$ cat src/rtl/addr_dec_ws.sv
// addr_dec_ws: memory-map decoder and bus-cycle sequencer.
// Decodes the upper SEL_W address bits into one-hot active-low chip selects,
// inserts a per-region number of wait states, and ends each access with a
// one-cycle READY pulse (populated region) or BERR pulse (unpopulated region).
//
// Ports:
//   CLK    in   system clock, rising edge
//   RST    in   asynchronous active-high reset
//   ADDR   in   access address, sampled on acceptance in IDLE
//   REQ    in   access request, sampled only in IDLE
//   RW     in   1 = read, 0 = write, sampled with ADDR
//   CS_N   out  active-low one-hot chip selects
//   OE_N   out  active-low output enable (reads)
//   WE_N   out  active-low write enable (writes)
//   READY  out  one-cycle completion pulse
//   BERR   out  one-cycle bus-error pulse
//   BUSY   out  high whenever the sequencer is not idle
module addr_dec_ws #(
  parameter int unsigned           ADDR_W   = 16,
  parameter int unsigned           SEL_W    = 3,
  parameter int unsigned           NCS      = 1 << SEL_W,
  parameter int unsigned           WAIT_W   = 4,
  parameter logic [NCS-1:0]        POP_MASK = NCS'(8'b0101_0100),
  parameter logic [NCS*WAIT_W-1:0] WAITS    = '0
) (
  input  logic              CLK,
  input  logic              RST,
  input  logic [ADDR_W-1:0] ADDR,
  input  logic              REQ,
  input  logic              RW,
  output logic [NCS-1:0]    CS_N,
  output logic              OE_N,
  output logic              WE_N,
  output logic              READY,
  output logic              BERR,
  output logic              BUSY
);

  typedef enum logic [1:0] {
    S_IDLE   = 2'd0,
    S_ACCESS = 2'd1,
    S_DONE   = 2'd2,
    S_ERR    = 2'd3
  } state_t;

  state_t             state_q, state_d;
  logic [SEL_W-1:0]   region_q, region_d;
  logic               rw_q, rw_d;
  logic [WAIT_W-1:0]  cnt_q, cnt_d;
  logic [SEL_W-1:0]   region_in;

  logic [NCS-1:0]     cs_n_d;
  logic               oe_n_d, we_n_d, ready_d, berr_d, busy_d;

  // Only the region bits of the address take part in decoding.
  logic unused_addr_low;
  assign unused_addr_low = ^ADDR[ADDR_W-SEL_W-1:0];

  assign region_in = ADDR[ADDR_W-1 -: SEL_W];

  // State, latched access attributes and all outputs.
  always_ff @(posedge CLK or posedge RST) begin
    if (RST) begin
      state_q  <= S_IDLE;
      region_q <= '0;
      rw_q     <= 1'b0;
      cnt_q    <= '0;
      CS_N     <= '1;
      OE_N     <= 1'b1;
      WE_N     <= 1'b1;
      READY    <= 1'b0;
      BERR     <= 1'b0;
      BUSY     <= 1'b0;
    end else begin
      state_q  <= state_d;
      region_q <= region_d;
      rw_q     <= rw_d;
      cnt_q    <= cnt_d;
      CS_N     <= cs_n_d;
      OE_N     <= oe_n_d;
      WE_N     <= we_n_d;
      READY    <= ready_d;
      BERR     <= berr_d;
      BUSY     <= busy_d;
    end
  end

  // Next state, plus next output values derived from the next state so the
  // registered outputs line up with the state they describe.
  always_comb begin
    state_d  = state_q;
    region_d = region_q;
    rw_d     = rw_q;
    cnt_d    = cnt_q;
    cs_n_d   = '1;
    oe_n_d   = 1'b1;
    we_n_d   = 1'b1;
    ready_d  = 1'b0;
    berr_d   = 1'b0;
    busy_d   = 1'b0;

    case (state_q)
      S_IDLE: begin
        if (REQ) begin
          region_d = region_in;
          rw_d     = RW;
          cnt_d    = WAITS[int'(region_in) * WAIT_W +: WAIT_W];
          state_d  = POP_MASK[region_in] ? S_ACCESS : S_ERR;
        end
      end
      S_ACCESS: begin
        // Counter reaching zero ends the wait period; it never wraps.
        if (cnt_q == '0) state_d = S_DONE;
        else             cnt_d   = cnt_q - WAIT_W'(1);
      end
      S_DONE:  state_d = S_IDLE;
      S_ERR:   state_d = S_IDLE;
      default: state_d = S_IDLE;
    endcase

    busy_d = (state_d != S_IDLE);
    case (state_d)
      S_ACCESS, S_DONE: begin
        cs_n_d  = ~(NCS'(1) << region_d);
        oe_n_d  = ~rw_d;
        we_n_d  = rw_d;
        ready_d = (state_d == S_DONE);
      end
      S_ERR:   berr_d = 1'b1;
      default: ;
    endcase
  end

endmodule
$ cat config.mk
export PLATFORM = sky130hd
export DESIGN_NAME = addr_dec_ws
export DESIGN_NICKNAME = d
export VERILOG_FILES = /design/src/rtl/addr_dec_ws.sv
export SDC_FILE = /design/constraint.sdc
export NUM_CORES = 1
export LEC_CHECK = 0
export CORE_UTILIZATION = 35
export CTS_CLUSTER_DIAMETER = 40
export DETAILED_ROUTE_END_ITERATION = 7
export GPL_TIMING_DRIVEN = 0
export PLACE_DENSITY = 0.71
export SETUP_SLACK_MARGIN = 0.2
export SYNTH_ARGS = -nofsm -noshare
export SYNTH_HDL_FRONTEND = slang
export SYNTH_SLANG_ARGS = --single-unit
$ cat constraint.sdc
create_clock -name CLK -period 2.9 [get_ports CLK]
set_input_delay 0.58 -clock CLK [delete_from_list [all_inputs] [get_ports CLK]]
set_output_delay 0.58 -clock CLK [all_outputs]
set_load 0.02 [all_outputs]
==> reports/results.tsv <==
stage	metric	value	unit
status	run status	complete, but fails checks	
status	failing checks	DRC	
cts	Clk Latency, worst-skew pair	0.30	ns
floorplan	area of the core region	0.00285	mm²
synthesis	post-synthesis cell type count	36	
cts	maximum count of clock buffers along a single path	2	
global_route	maximum number of pins on one net before global-route repair	24	
sta	final number of hold-violating endpoints	0	
cts	root buffer selected by CTS	sky130_fd_sc_hd__clkbuf_4	
synthesis	#FFs+latches synth	23	
global_route	total track usage	13.2	%
sta	transition at the pin with the smallest max-transition slack	0.831	ns
cts	clock buffers created by TritonCTS	3	
final_layout	area grow syn2layout	21.5	%
power_and_ir_drop	power density over the cells	1040	mW/mm²
floorplan	io pins	33	
setup_path	worst path required time	3.14	ns
sta	RSZ-0062 raised after global routing	no	
synthesis	cell area after synthesis	0.00110	mm²
cts	number of buffers inserted for hold repair after clock tree synthesis	0	
placement	routability-driven placement congestion ratio	0.844	
synthesis	Yosys warning count	0	
detailed_routing	total via count after detailed routing	818	
floorplan	area of the die	0.00336	mm²
final_layout	leading cell type in the layout, fill and taps excluded	sky130_fd_sc_hd__clkdlybuf4s50_1	
power_and_ir_drop	Seq pwr share	41.5	%
power_and_ir_drop	Total Power	1.38	mW
cts	CTS clock-pin slew for the worst setup and hold paths	0.12	ns
setup_path	critical path class	in -> reg	
sta	total setup violations reported at the end of the flow	0	
floorplan	count of standard-cell rows	19	
sta	largest clock skew in the final design	0.00340	ns
min_path	Hold Path Class	reg -> reg	
cts	clock tree from TritonCTS	done	
power_and_ir_drop	Gate power share	48.0	%
placement	HPWL after DPL	1420	µm
global_route	number of antenna violations at the first check in global routing	0	
synthesis	largest cells by area after synthesis	sky130_fd_sc_hd__dfrtp_1 (30%), sky130_fd_sc_hd__dfstp_2 (24%), sky130_fd_sc_hd__ha_1 (5.7%), sky130_fd_sc_hd__o21ai_0 (4.1%), sky130_fd_sc_hd__nand2_1 (4.1%)	
sta	final setup TNS	0	ns
global_route	first-pass GRT wire length	3460	µm
synthesis	Post-Syn Nets	127	
cts	clock sinks	23	
setup_path	Worst Setup End Kind	flop	
final_layout	most frequent cells in the layout	sky130_fd_sc_hd__clkdlybuf4s50_1 (17), sky130_fd_sc_hd__dfrtp_1 (13), sky130_fd_sc_hd__nand2_1 (12), sky130_fd_sc_hd__dfstp_2 (10), sky130_fd_sc_hd__o21ai_0 (9)	
synthesis	syn avg cell area	10.7	µm²
final_layout	count of nets after finishing	149	
final_layout	ratio of cells with drive above 1 in the final layout	19.5	%
cts	buffers inserted during post-CTS setup optimization	0	
sta	minimum period implied by the final worst setup slack	2.38	ns
global_route	vias in the first global route	807	
detailed_routing	detail-routed via count per cell	5.31	
power_and_ir_drop	switching part of the total power	39.9	%
power_and_ir_drop	worst supply voltage drop on vdd	0.000438	V
synthesis	Synth area leader	sky130_fd_sc_hd__dfrtp_1	
sta	share of the clock period used by the worst path after layout	81.9	%
final_layout	diode count	0	
detailed_routing	1st-iter DRT viols	28	
detailed_routing	routed wire length	2000	µm
power_and_ir_drop	leakage power total	0.560	nW
job	number of maximum-capacitance constraint violations	0	
placement	count of port buffers added during placement	17	
floorplan	Die X	58.0	µm
synthesis	number of instances in the synthesized netlist	102	
detailed_routing	detailed-route wire length per cell	13.0	µm
sta	Final Max Tran Viols	0	
power_and_ir_drop	cell-internal power	0.828	mW
cts	post-CTS resize count	0	
sta	Max-Slew Margin vs Limit	44.6	%
synthesis	part of the Yosys area used for sequential elements	53.7	%
floorplan	y dimension of the die	58.0	µm
power_and_ir_drop	Clock Power Share	10.5	%
setup_path	startpoint type of the worst setup path	primary input	
setup_path	Arr. time, crit path	2.62	ns
detailed_routing	Pre-antenna DRT Iters	6	
cts	CTS HTree Levels	1	
setup_path	worst-path maximum fanout	8	
detailed_routing	post-route ant nets	0	
synthesis	share of the synthesized area in the top cell type	29.7	%
global_route	total congestion overflow	0	
power_and_ir_drop	NetSw	0.550	mW
sta	max frequency	421	MHz
detailed_routing	number of design rule violations left after detail routing	1	
floorplan	starting density of the core	38.4	%
## critical path: stages
cell and delay (ns):
sky130_fd_sc_hd__clkdlybuf4s50_1 0.54, sky130_fd_sc_hd__o21bai_1 0.20, sky130_fd_sc_hd__a31oi_1 0.11, sky130_fd_sc_hd__or2_2 0.28, sky130_fd_sc_hd__ha_1 0.44, sky130_fd_sc_hd__nand2b_1 0.12
sky130_fd_sc_hd__nor3_1 0.23, sky130_fd_sc_hd__a21oi_1 0.11
## state kept, by name (all words and copies together) (netlist names)
signal,flops
BUSY,1
READY,1
WE_N,1
OE_N,1
rw_q,1
state_q,2
region_q,3
BERR,1
CS_N,8
cnt_q,4
## logic make-up (layout without fill, tap and decap cells)
family | count (synthesis) | in the layout | share of synthesized area (%)
muxes | 1 | 1 | 1.03
xor gates and xnor gates | 1 | 1 | 0.799
and+or+nand+nor | 40 | 40 | 22.9
buffers and inverters | 12 | 33 | 4.57
adders and majority gates | 5 | 5 | 5.71
DFF | 23 | 23 | 53.7
AOI/OAI and AO/OA | 20 | 20 | 11.3
## power groups by stage
stage	Sequential, mW	Combinational, mW	Clock, mW
after floorplan	0.636	0.375	0
after global placement	0.569	0.648	0
after detailed placement	0.576	0.666	0
after CTS	0.570	0.669	0.154
after global routing	0.588	0.739	0.163
final	0.572	0.661	0.145
## cell usage after synthesis
cell                       count
sky130_fd_sc_hd__and4_4        1
sky130_fd_sc_hd__o21bai_1      2
sky130_fd_sc_hd__dfrtp_1      13
sky130_fd_sc_hd__o21ai_1       1
sky130_fd_sc_hd__nor4_1        1
sky130_fd_sc_hd__o21ai_0       9
sky130_fd_sc_hd__nand2b_1      3
sky130_fd_sc_hd__and4bb_2      1
sky130_fd_sc_hd__nor3_1        5
sky130_fd_sc_hd__nor4b_2       1
sky130_fd_sc_hd__dfstp_2      10
sky130_fd_sc_hd__nand2_1      12
sky130_fd_sc_hd__ha_1          5
sky130_fd_sc_hd__and4b_1       2
sky130_fd_sc_hd__nor3b_2       1
sky130_fd_sc_hd__or2_2         2
sky130_fd_sc_hd__or2_4         1
sky130_fd_sc_hd__nor4b_1       2
sky130_fd_sc_hd__buf_2         1
sky130_fd_sc_hd__a31oi_1       1
sky130_fd_sc_hd__nand4_1       2
sky130_fd_sc_hd__xnor2_1       1
sky130_fd_sc_hd__o21ai_2       1
sky130_fd_sc_hd__inv_1         8
sky130_fd_sc_hd__or3b_1        1
sky130_fd_sc_hd__nor2_1        3
sky130_fd_sc_hd__a32oi_1       1
sky130_fd_sc_hd__o41ai_1       1
sky130_fd_sc_hd__mux2_2        1
sky130_fd_sc_hd__buf_4         1
sky130_fd_sc_hd__clkbuf_1      2
sky130_fd_sc_hd__a21o_1        1
sky130_fd_sc_hd__nor2b_1       1
sky130_fd_sc_hd__a211o_1       1
sky130_fd_sc_hd__nor3b_1       1
sky130_fd_sc_hd__a21oi_1       2
## path summary, 6_finish.rpt
| kind | start | to | slack (ns) | cells past startpoint |
|---|---|---|---|---|
| setup / recovery | ADDR[15] | CS_N[0]$_DFF_PP1_ | 0.52 | 8 |
| setup reg to reg | cnt_q[0]$_DFFE_PP0P_ | CS_N[0]$_DFF_PP1_ | 0.64 | 9 |
| max in group asynchronous | RST | cnt_q[1]$_DFFE_PP0P_ | 1.66 | 2 |
| hold reg to reg | rw_q$_DFF_PP0_ | rw_q$_DFF_PP0_ | 0.52 | 1 |
| hold / removal | rw_q$_DFF_PP0_ | rw_q$_DFF_PP0_ | 0.52 | 1 |
| min in group asynchronous | RST | rw_q$_DFF_PP0_ | 0.73 | 2 |
## layer usage
metal	global-route usage, %	up-vias	routed length (µm)
li1	-	395	-
met1	17.8	405	965
met2	20.9	18	952
met3	4.24	0	80
met4	3.06	0	0
met5	0	-	0
## layout make-up
class / count / area (µm²)
Buffer: 4 / 20.0
Inverter: 8 / 30.0
Fill cell: 266 / 1520
Clock buffer: 4 / 26.3
Tap cell: 31 / 38.8
Timing Repair Buffer: 17 / 170
Sequential cell: 23 / 588
Multi-Input combinational cell: 67 / 458
## stage by stage
stage               std cells  instance area (µm²)  setup WS (ns)  hold slack, ns  util [%]
floorplan                 102                 1100          0.723           0.474         -
global placement          150                 1310          0.237           0.490      45.7
detailed placement        150                 1310          0.183           0.497      45.7
CTS                       154                 1330          0.525           0.528      46.7
global route              154                 1330          0.317           0.550      46.7
finish                    154                 1330          0.524           0.524      46.7
Note: power is estimated with default switching activity, not from simulation.
